$ cat config.mk
export PLATFORM = sky130hd
export DESIGN_NAME = fold_sched_ctl
export DESIGN_NICKNAME = d
export VERILOG_FILES = /design/src/rtl/ifu_fold_pkg.sv /design/src/rtl/fold_size_calc.sv /design/src/rtl/fold_sched_ctl.sv
export SDC_FILE = /design/constraint.sdc
export NUM_CORES = 1
export LEC_CHECK = 0
export CORE_AREA = 2 2 123 101
export CTS_BUF_LIST = sky130_fd_sc_hd__clkbuf_4 sky130_fd_sc_hd__clkbuf_8 sky130_fd_sc_hd__clkbuf_16
export DETAILED_ROUTE_END_ITERATION = 12
export DIE_AREA = 0 0 125 103
export PLACE_DENSITY = 0.61
export SLEW_MARGIN = 20
export SYNTH_ARGS = -nofsm -noshare
export SYNTH_HDL_FRONTEND = slang
export SYNTH_SLANG_ARGS = --single-unit
$ cat constraint.sdc
create_clock -name clk_i -period 13.9 [get_ports clk_i]
set_input_delay 2.085 -clock clk_i [delete_from_list [all_inputs] [get_ports clk_i]]
set_output_delay 2.085 -clock clk_i [all_outputs]
set_load 0.05 [all_outputs]
$ cat src/rtl/ifu_fold_pkg.sv
// Shared types and constants for the IFU instruction-folding scheduler.
//   fold_state_e   : scheduler FSM states (2-bit encoding)
//   fold_grp_t     : one folded group as seen by the folding decoder muxes
//   ONEHOT_DEFAULT : select value used when a byte-offset select is unused
//   onehot8()      : byte offset (0..7) to one-hot select
package ifu_fold_pkg;

  typedef enum logic [1:0] {
    StIdle   = 2'd0,
    StRun    = 2'd1,
    StStall  = 2'd2,
    StStarve = 2'd3
  } fold_state_e;

  localparam logic [7:0]  ONEHOT_DEFAULT = 8'h01;
  localparam int unsigned MaxFold        = 4;
  localparam int unsigned IbufDepth      = 7;

  typedef struct packed {
    logic [7:0] accum_len0;
    logic [7:0] accum_len1;
    logic [7:0] accum_len2;
    logic [3:0] offset_rsd_ctl;
    logic [2:0] grp_fold;
    logic [2:0] grp_bytes;
  } fold_grp_t;

  // Group presented while nothing is issuing.
  localparam fold_grp_t GrpDefault = '{
    accum_len0:     ONEHOT_DEFAULT,
    accum_len1:     ONEHOT_DEFAULT,
    accum_len2:     ONEHOT_DEFAULT,
    offset_rsd_ctl: 4'b0001,
    grp_fold:       3'd1,
    grp_bytes:      3'd0
  };

  function automatic logic [7:0] onehot8(input logic [4:0] pos);
    return (pos < 5'd8) ? (8'h01 << pos[2:0]) : ONEHOT_DEFAULT;
  endfunction

endpackage

$ cat src/rtl/fold_size_calc.sv
// Combinational fold-size selection for the folding decoder.
//   fetch_valid_i   : thermometer valid bits of ibuffer bytes 0..6
//   ilen0_i..3_i    : head instruction lengths (0 = not decodable)
//   fold_req_i      : requested group size (0 treated as 1, clamped to 4)
//   grp_o           : selected group (one-hot selects, fold size, byte count)
//   starve_o        : no instruction can issue from the current buffer
module fold_size_calc
  import ifu_fold_pkg::*;
(
  input  logic [6:0] fetch_valid_i,
  input  logic [2:0] ilen0_i,
  input  logic [2:0] ilen1_i,
  input  logic [2:0] ilen2_i,
  input  logic [2:0] ilen3_i,
  input  logic [2:0] fold_req_i,
  output fold_grp_t  grp_o,
  output logic       starve_o
);

  logic [2:0]       avail;
  logic [2:0]       req_lim;
  logic [3:0][2:0]  ilen;
  logic [3:0][4:0]  sum;
  logic [2:0]       k;
  logic [1:0]       kidx;
  logic             ok;

  always_comb begin
    avail = '0;
    for (int i = 0; i < int'(IbufDepth); i++) begin
      avail = avail + {2'b00, fetch_valid_i[i]};
    end

    if (fold_req_i == 3'd0) begin
      req_lim = 3'd1;
    end else if (fold_req_i > 3'(MaxFold)) begin
      req_lim = 3'(MaxFold);
    end else begin
      req_lim = fold_req_i;
    end

    ilen   = {ilen3_i, ilen2_i, ilen1_i, ilen0_i};
    sum[0] = {2'b00, ilen[0]};
    for (int j = 1; j < int'(MaxFold); j++) begin
      sum[j] = sum[j-1] + {2'b00, ilen[j]};
    end

    // Partial sums are monotonic, so the first failing position ends the group.
    k  = '0;
    ok = 1'b1;
    for (int j = 0; j < int'(MaxFold); j++) begin
      if (ok && (3'(j) < req_lim) && (ilen[j] != 3'd0) && (sum[j] <= {2'b00, avail})) begin
        k = 3'(j + 1);
      end else begin
        ok = 1'b0;
      end
    end
  end

  always_comb begin
    grp_o    = GrpDefault;
    starve_o = (k == 3'd0);
    kidx     = 2'(k - 3'd1);
    if (k != 3'd0) begin
      if (k >= 3'd2) grp_o.accum_len0 = onehot8(sum[0]);
      if (k >= 3'd3) grp_o.accum_len1 = onehot8(sum[1]);
      if (k == 3'd4) grp_o.accum_len2 = onehot8(sum[2]);
      grp_o.offset_rsd_ctl = 4'b0001 << kidx;
      grp_o.grp_fold       = k;
      grp_o.grp_bytes      = sum[kidx][2:0];
    end
  end

endmodule

$ cat src/rtl/fold_sched_ctl.sv
// Folding decode scheduler: sequences issue of folded groups from the ibuffer head.
//   clk_i, rst_ni         : core clock, asynchronous active-low reset
//   fetch_valid_i, ilen*_i: ibuffer head state
//   fold_req_i            : requested group size from fold-pattern decode
//   iu_hold_i, iu_flush_i : IU back-pressure and pipeline redirect
//   grp_*_o, accum_len*_o, offset_rsd_ctl_o : presented group
//   ibuf_consume_o        : bytes shifted out of the ibuffer at this edge
//   perf_grp_o, perf_fold_o : saturating issue statistics
module fold_sched_ctl
  import ifu_fold_pkg::*;
#(
  parameter int unsigned FLUSH_BUBBLE = 2,
  parameter int unsigned CNT_W        = 16
) (
  input  logic             clk_i,
  input  logic             rst_ni,
  input  logic [6:0]       fetch_valid_i,
  input  logic [2:0]       ilen0_i,
  input  logic [2:0]       ilen1_i,
  input  logic [2:0]       ilen2_i,
  input  logic [2:0]       ilen3_i,
  input  logic [2:0]       fold_req_i,
  input  logic             iu_hold_i,
  input  logic             iu_flush_i,
  output logic             grp_valid_o,
  output logic [7:0]       accum_len0_o,
  output logic [7:0]       accum_len1_o,
  output logic [7:0]       accum_len2_o,
  output logic [3:0]       offset_rsd_ctl_o,
  output logic [2:0]       grp_fold_o,
  output logic [2:0]       grp_bytes_o,
  output logic [2:0]       ibuf_consume_o,
  output logic [CNT_W-1:0] perf_grp_o,
  output logic [CNT_W-1:0] perf_fold_o
);

  localparam logic [1:0] BubbleInit = 2'(FLUSH_BUBBLE);

  fold_state_e      state_q, state_d;
  logic [1:0]       bubble_q, bubble_d;
  fold_grp_t        snap_q, snap_d;
  logic [CNT_W-1:0] perf_grp_q, perf_grp_d;
  logic [CNT_W-1:0] perf_fold_q, perf_fold_d;

  fold_grp_t calc_grp;
  logic      starve;
  fold_grp_t cur_grp;
  logic      valid;
  logic      consume_en;

  fold_size_calc u_calc (
    .fetch_valid_i (fetch_valid_i),
    .ilen0_i       (ilen0_i),
    .ilen1_i       (ilen1_i),
    .ilen2_i       (ilen2_i),
    .ilen3_i       (ilen3_i),
    .fold_req_i    (fold_req_i),
    .grp_o         (calc_grp),
    .starve_o      (starve)
  );

  // Presented group: live from the buffer head, or frozen while the IU holds.
  always_comb begin
    valid   = 1'b0;
    cur_grp = GrpDefault;
    unique case (state_q)
      StIdle: ;
      StRun, StStarve: begin
        if (!starve) begin
          valid   = 1'b1;
          cur_grp = calc_grp;
        end
      end
      StStall: begin
        valid   = 1'b1;
        cur_grp = snap_q;
      end
      default: ;
    endcase
    if (iu_flush_i) begin
      valid   = 1'b0;
      cur_grp = GrpDefault;
    end
    consume_en = valid && !iu_hold_i;
  end

  always_comb begin
    state_d     = state_q;
    bubble_d    = bubble_q;
    snap_d      = snap_q;
    perf_grp_d  = perf_grp_q;
    perf_fold_d = perf_fold_q;

    unique case (state_q)
      StIdle: begin
        // The last bubble cycle moves straight to RUN.
        if (bubble_q <= 2'd1) begin
          state_d  = StRun;
          bubble_d = 2'd0;
        end else begin
          bubble_d = bubble_q - 2'd1;
        end
      end
      StRun, StStarve: begin
        if (starve) begin
          state_d = StStarve;
        end else if (iu_hold_i) begin
          state_d = StStall;
          snap_d  = calc_grp;
        end else begin
          state_d = StRun;
        end
      end
      StStall: begin
        if (!iu_hold_i) state_d = StRun;
      end
      default: state_d = StIdle;
    endcase

    if (iu_flush_i) begin
      state_d  = StIdle;
      bubble_d = BubbleInit;
      snap_d   = GrpDefault;
    end

    if (consume_en) begin
      if (!(&perf_grp_q)) perf_grp_d = perf_grp_q + 1'b1;
      if ((cur_grp.grp_fold > 3'd1) && !(&perf_fold_q)) perf_fold_d = perf_fold_q + 1'b1;
    end
  end

  always_ff @(posedge clk_i or negedge rst_ni) begin
    if (!rst_ni) begin
      state_q     <= StIdle;
      bubble_q    <= BubbleInit;
      snap_q      <= GrpDefault;
      perf_grp_q  <= '0;
      perf_fold_q <= '0;
    end else begin
      state_q     <= state_d;
      bubble_q    <= bubble_d;
      snap_q      <= snap_d;
      perf_grp_q  <= perf_grp_d;
      perf_fold_q <= perf_fold_d;
    end
  end

  assign grp_valid_o      = valid;
  assign accum_len0_o     = cur_grp.accum_len0;
  assign accum_len1_o     = cur_grp.accum_len1;
  assign accum_len2_o     = cur_grp.accum_len2;
  assign offset_rsd_ctl_o = cur_grp.offset_rsd_ctl;
  assign grp_fold_o       = cur_grp.grp_fold;
  assign grp_bytes_o      = cur_grp.grp_bytes;
  assign ibuf_consume_o   = consume_en ? cur_grp.grp_bytes : 3'd0;
  assign perf_grp_o       = perf_grp_q;
  assign perf_fold_o      = perf_fold_q;

endmodule

==> reports/qor.txt, run 1 <==
Status: completed
Critical path, cell by cell: clkdlybuf4s50_1 -> ha_1 -> inv_1 -> fa_1 -> xor2_1 -> inv_1 -> ha_1 -> xor2_2 -> inv_2 -> ha_1 -> xnor2_1 -> o211ai_1 -> nand4_2 -> or3b_1 -> a21oi_4 -> inv_1 -> ha_1 -> o41ai_4 -> and2_0 -> and3_1 -> a22o_1 -> clkdlybuf4s50_1
Total wire length: 12500 um
Final core occ: 50.7%
CTS buffer count: 9
Die Width: 125 um
CTS Buffer Depth: 2
# diodes: 0
Hold path depth: 2
Final setup vio count: 0
Slew Limit Headroom: 39.8%
Die height: 103 um
Leakage power total: 2.64 nW
Reg2reg start: state_q[0]
Worst VDD drop: 66.3 uV
Initial Util: 38.6%
FF+latch count, synth: 69
EDFF count, synth: 0
Vias/cell: 5.50
Cts repair resizes: 0
Placed Cells incl. Taps: 703
Final #Nets: 620
Worst setup path end: accum_len1_o[1]
Crit share post-route: 79.0%
Reg clk slew, reported paths: 0.05 ns
Sequential share of the synthesized area: 38.0%
Max_cap viols: 0
HPWL Detailed: 9320 um
Most common cell in the netlist: dfrtp_1
CP endpoint kind: output pin
Hold Vio Cnt, Final: 0
Hold Path Class: flop to flop
Gpl congestion: 0.926
TritonCTS clock tree: done
First-pass DRT Iterations: 4
WL/cell: 17.3 um
Initial antenna violation count: 0
Post-Syn Nets: 529
Total gr overflow: 0
Avg Inst Size Synth: 9.68 sq um
Power Dens Cells: 139 nW/um^2
Top FF cell, synth: dfrtp_1
Cells after Synth: 471
Reg-to-Reg End: snap_q[19]
First-pass GRT wire length: 20700 um
Die footprint: 12900 sq um
Fmax: 91.1 MHz
Worst Setup Start Kind: input pin
Number of global-route vias before repair: 4013
DRT iter0 DRCs: 237
Top-area cell type share of the netlist area: 34.6%
Tot GR Track Use: 20.4%
Top area cells in the synthesized netlist: dfrtp_1 (35%), ha_1 (7.1%), a22o_1 (5.6%), dfstp_2 (3.5%), xor2_1 (3.5%)
Worst-Margin Slew: 0.903 ns
Worst EP arrival: 8.89 ns
Clk_skew: 0.00527 ns
Synthesis warning total: 0
Share of post-route cells with drive strength above 1: 9.17%
# clock sinks: 69
Critical-path top delay cell: and2_0
Vias: 3956
FP Rows: 36
H-tree Lvls: 3
Worst skew pair latency: 0.34 ns
Fraction of registers with async set/reset: 100%
Crit path time final: 10.98 ns
I/O Buffers: 95
Crit Path Category: input pin to output pin
CP max stage delay: 0.81 ns
Root buf cell: clkbuf_16
Hold_ws: 0.480 ns
Final TNS setup: 0 ns
Reg2reg setup slack: 11.52 ns
CORE AREA: 11800 sq um
Final Total Pwr: 0.831 mW
Fin. max-slew vios: 0
Crit path top cell by count: ha_1
ANT nets after route: 0
Post-Layout Cell Count: 719
Mapped cell area: 4560 sq um
WP data required: 11.81 ns
Post-synth top cells: dfrtp_1 (63), nor2_1 (41), nand2_1 (40), inv_1 (34), a22o_1 (29)
R2R cell count: 5
Netlist cell types: 66
# DRC: 0
Worst-path fanout max: 14
I/O pins: 96
Synth area leader: dfrtp_1
RSZ-0062 raised after global routing: no
Layout area overhead: 31.2%
CP startpoint: ilen0_i[0]
Largest net degree at the start of global routing: 70
Hold buffers post-CTS: 0
Postcts setup bufs: 0
report_power, final:
group	internal, mW	switching (mW)	total, mW
logic	0.114	0.210	0.325
clock network	0.184	0.0856	0.269
registers	0.217	0.0190	0.236
metrics by stage:
step                worst slack (ns)  area (sq um)
floorplan                       4.53          4560
global placement                3.10          5630
detailed placement              2.97          5630
CTS                             2.97          5980
global route                    2.46          5980
finish                          2.92          5980
logic make-up after synthesis:
logic type	Yosys count	synth area share, %
AO/OA/AOI/OAI	109	20.2
XOR/XNOR	34	6.86
adder cells (fa/ha/maj)	32	9.77
buffers and inverters	54	4.83
flip-flops	69	38.0
multiplexers	4	1.73
AND/OR/NAND/NOR	169	18.5
layout by cell type (no fill, tap or decap), types with 15 or more instances in the layout:
cell type,synthesis,layout
clkdlybuf4s50_1,0,94
nor2_1,41,41
a22o_1,29,29
nand3_1,18,18
inv_1,34,34
and3_1,15,15
ha_1,26,26
nand2_1,40,40
o21ai_0,19,19
xor2_1,18,18
dfrtp_1,63,63
critical path, delay by kind of cell:
family / cells / cell delay (ns)
AOI/OAI and AO/OA: 4 / 0.69
xor gates and xnor gates: 3 / 0.87
buffers and inverters: 6 / 1.90
and+or+nand+nor: 4 / 1.73
adders and majority gates: 5 / 1.60
cell type report:
class                   instances  area [sq um]
fillers                      1090          5820
multi-input cells             348          2600
flip-flops and latches         69          1730
repair buffers                 98           968
clock buffers                  12           254
well taps                     152           190
inverters                      36           135
clock inverters                 4          95.1
worst min path at each step:
stage                       endpoint  startpoint  slack, ns
after floorplan           snap_q[12]  snap_q[12]       0.45
after global placement    snap_q[21]  snap_q[21]       0.46
after detailed placement  snap_q[13]  snap_q[13]       0.47
after CTS                 snap_q[13]  snap_q[13]       0.48
after global routing      snap_q[13]  snap_q[13]       0.50
final                     snap_q[13]  snap_q[13]       0.48
registers in the layout, indices dropped and copies added, names as in the netlist:
signal	cells
bubble_q	2
perf_fold_o	16
perf_grp_o	16
snap_q	33
state_q	2
metal layers:
metal  track usage, %  vias to the layer above  share of wire, %
met5                0                        -                 0
met1             28.8                     1949                49
met4             5.30                        0               1.1
met2             31.5                       98                44
li1                 -                     1898                 -
met3             5.09                       11               5.4
No activity file was read; power rests on OpenSTA's default activity.
==> inputs of run 2 (changes only) <==
==> constraint.sdc (replaced) <==
create_clock -name clk_i -period 10.78 [get_ports clk_i]
set_input_delay 1.617 -clock clk_i [delete_from_list [all_inputs] [get_ports clk_i]]
set_output_delay 1.617 -clock clk_i [all_outputs]
set_load 0.05 [all_outputs]
==> reports/qor.txt, run 2 (synthesized netlist as in run 1, its figures left out) <==
Reg2reg setup slack: 8.38 ns (-3.14 ns)
Power Dens Cells: 179 nW/um^2 (+29%)
Vias/cell: 5.46 (-0.71%)
Post-Layout Cell Count: 719 (unchanged)
CP max stage delay: 0.81 ns (about the same)
HPWL Detailed: 9290 um (-0.30%)
Root buf cell: clkbuf_16
Tot GR Track Use: 20.4% (+0.027 points)
Total gr overflow: 0 (unchanged)
Postcts setup bufs: 0 (unchanged)
Crit path time final: 10.03 ns
CP endpoint kind: output pin
Placed Cells incl. Taps: 703 (unchanged)
Worst-path fanout max: 14 (unchanged)
Area after DPL: 5630 sq um (unchanged)
Largest reg by FF count: snap_q
Hold buffers post-CTS: 0 (unchanged)
Critical-path top delay cell: and2_0
First-pass DRT Iterations: 4 (unchanged)
# DRC: 0 (unchanged)
CTS Buffer Depth: 2 (unchanged)
Critical path, cell by cell: clkdlybuf4s50_1 -> ha_1 -> inv_1 -> fa_1 -> fa_1 -> fa_1 -> inv_1 -> ha_1 -> nor2b_1 -> o211ai_1 -> nand4_2 -> or3b_1 -> a21oi_4 -> inv_1 -> ha_1 -> o41ai_4 -> and2_0 -> and3_1 -> a22o_1 -> clkdlybuf4s50_1
Commonest non-fill, non-tap cell in the layout: clkdlybuf4s50_1
Crit share post-route: 93.1%
Hold Vio Cnt, Final: 0 (unchanged)
Initial Util: 38.6% (unchanged)
# diodes: 0 (unchanged)
Fin. max-slew vios: 0 (unchanged)
Hold path depth: 1 (-1)
Initial antenna violation count: 0 (unchanged)
Post-route design area: 5980 sq um (unchanged)
TritonCTS clock tree: done
Vias: 3928 (-0.71%)
Total wire length: 12500 um (about the same)
ANT nets after route: 0 (unchanged)
Status: completed
Leakage power total: 2.64 nW (unchanged)
Final #Nets: 620 (unchanged)
Final setup vio count: 0 (unchanged)
# clock sinks: 69 (unchanged)
Commonest non-fill, non-tap cells in the layout: clkdlybuf4s50_1 (94), dfrtp_1 (63), nor2_1 (41)
Worst-Margin Slew: 0.903 ns (+0.0000756 ns)
RSZ-0062 raised after global routing: no
Slew Limit Headroom: 39.8% (about the same)
Cts repair resizes: 0 (unchanged)
Max_cap viols: 0 (unchanged)
Worst VDD drop: 87.6 uV (+32%)
Crit Path Category: input pin to output pin
I/O pins: 96 (unchanged)
Die footprint: 12900 sq um (unchanged)
Reg clk slew, reported paths: 0.06 ns (about the same)
WP data required: 9.16 ns (-2.65 ns)
Worst EP arrival: 8.42 ns (-0.47 ns)
Clk_skew: 0.00819 ns (+0.00291 ns)
Fmax: 99.7 MHz
FP Rows: 36 (unchanged)
Final core occ: 50.7% (unchanged)
DRT iter0 DRCs: 159 (-33%)
R2R cell count: 5 (unchanged)
Largest register FFs: 33 (unchanged)
Die Width: 125 um (unchanged)
I/O Buffers: 95 (unchanged)
CORE AREA: 11800 sq um (unchanged)
Worst skew pair latency: 0.34 ns (about the same)
First-pass GRT wire length: 20900 um (+1.1%)
CTS buffer count: 9 (unchanged)
Number of global-route vias before repair: 4004 (-0.22%)
H-tree Lvls: 3 (unchanged)
Share of post-route cells with drive strength above 1: 9.17% (unchanged)
Hold Path Class: flop to flop
Gpl congestion: 0.929 (+0.40%)
Largest net degree at the start of global routing: 70 (unchanged)
Worst Setup Start Kind: input pin
Die height: 103 um (unchanged)
Layout area overhead: 31.2% (unchanged)
Final TNS setup: 0 ns (unchanged)
WL/cell: 17.3 um (about the same)
[run 2: metal layers]
| metal | up-vias | track usage, % | share of wire [%] | wire length, um |
|---|---|---|---|---|
| met4 | 0 | 5.73 | 1.1 | 139 |
| met3 | 11 | 4.26 | 4.5 | 564 |
| li1 | 1900 | - | - | - |
| met1 | 1929 | 29.1 | 49 | 6140 |
| met5 | - | 0 | 0 | 0 |
| met2 | 88 | 31.6 | 45 | 5620 |
[run 2: final cells by class]
type / instances / area [sq um]
multi-input cells: 348 / 2600
well taps: 152 / 190
fillers: 1116 / 5820
inverters: 36 / 135
repair buffers: 98 / 968
flip-flops and latches: 69 / 1730
clock inverters: 4 / 95.1
clock buffers: 12 / 254
[run 2: critical path, delay by kind of cell]
kind                       cells  cell delay [ns]
adders and majority gates      6             2.52
and+or+nand+nor                5             1.92
buffers and inverters          5             1.66
AOI/OAI and AO/OA              4             0.67
[run 2: path summary, 6_finish.rpt]
path / start / to
worst max register to register: state_q[0] / snap_q[19]
worst max-delay path: ilen0_i[0] / accum_len1_o[1]
min in group asynchronous: rst_ni / perf_grp_o[14]
worst min-delay path: perf_fold_o[9] / perf_fold_o[9]
worst min register to register: perf_fold_o[9] / perf_fold_o[9]
max in group asynchronous: rst_ni / perf_fold_o[10]
[run 2: stage by stage]
step | hold WS (ns) | setup slack (ns) | power, mW
final | 0.482 | 0.747 | 1.07
after global routing | 0.504 | 0.305 | 1.14
after CTS | 0.486 | 0.810 | 1.08
after detailed placement | 0.473 | 0.812 | 0.727
after global placement | 0.464 | 0.921 | 0.719
after floorplan | 0.450 | 2.35 | 0.610
[run 2: power breakdown]
part | internal (mW) | switching, mW | total (mW)
logic | 0.148 | 0.273 | 0.420
registers | 0.280 | 0.0250 | 0.305
clock network | 0.237 | 0.110 | 0.347
total | 0.665 | 0.408 | 1.07
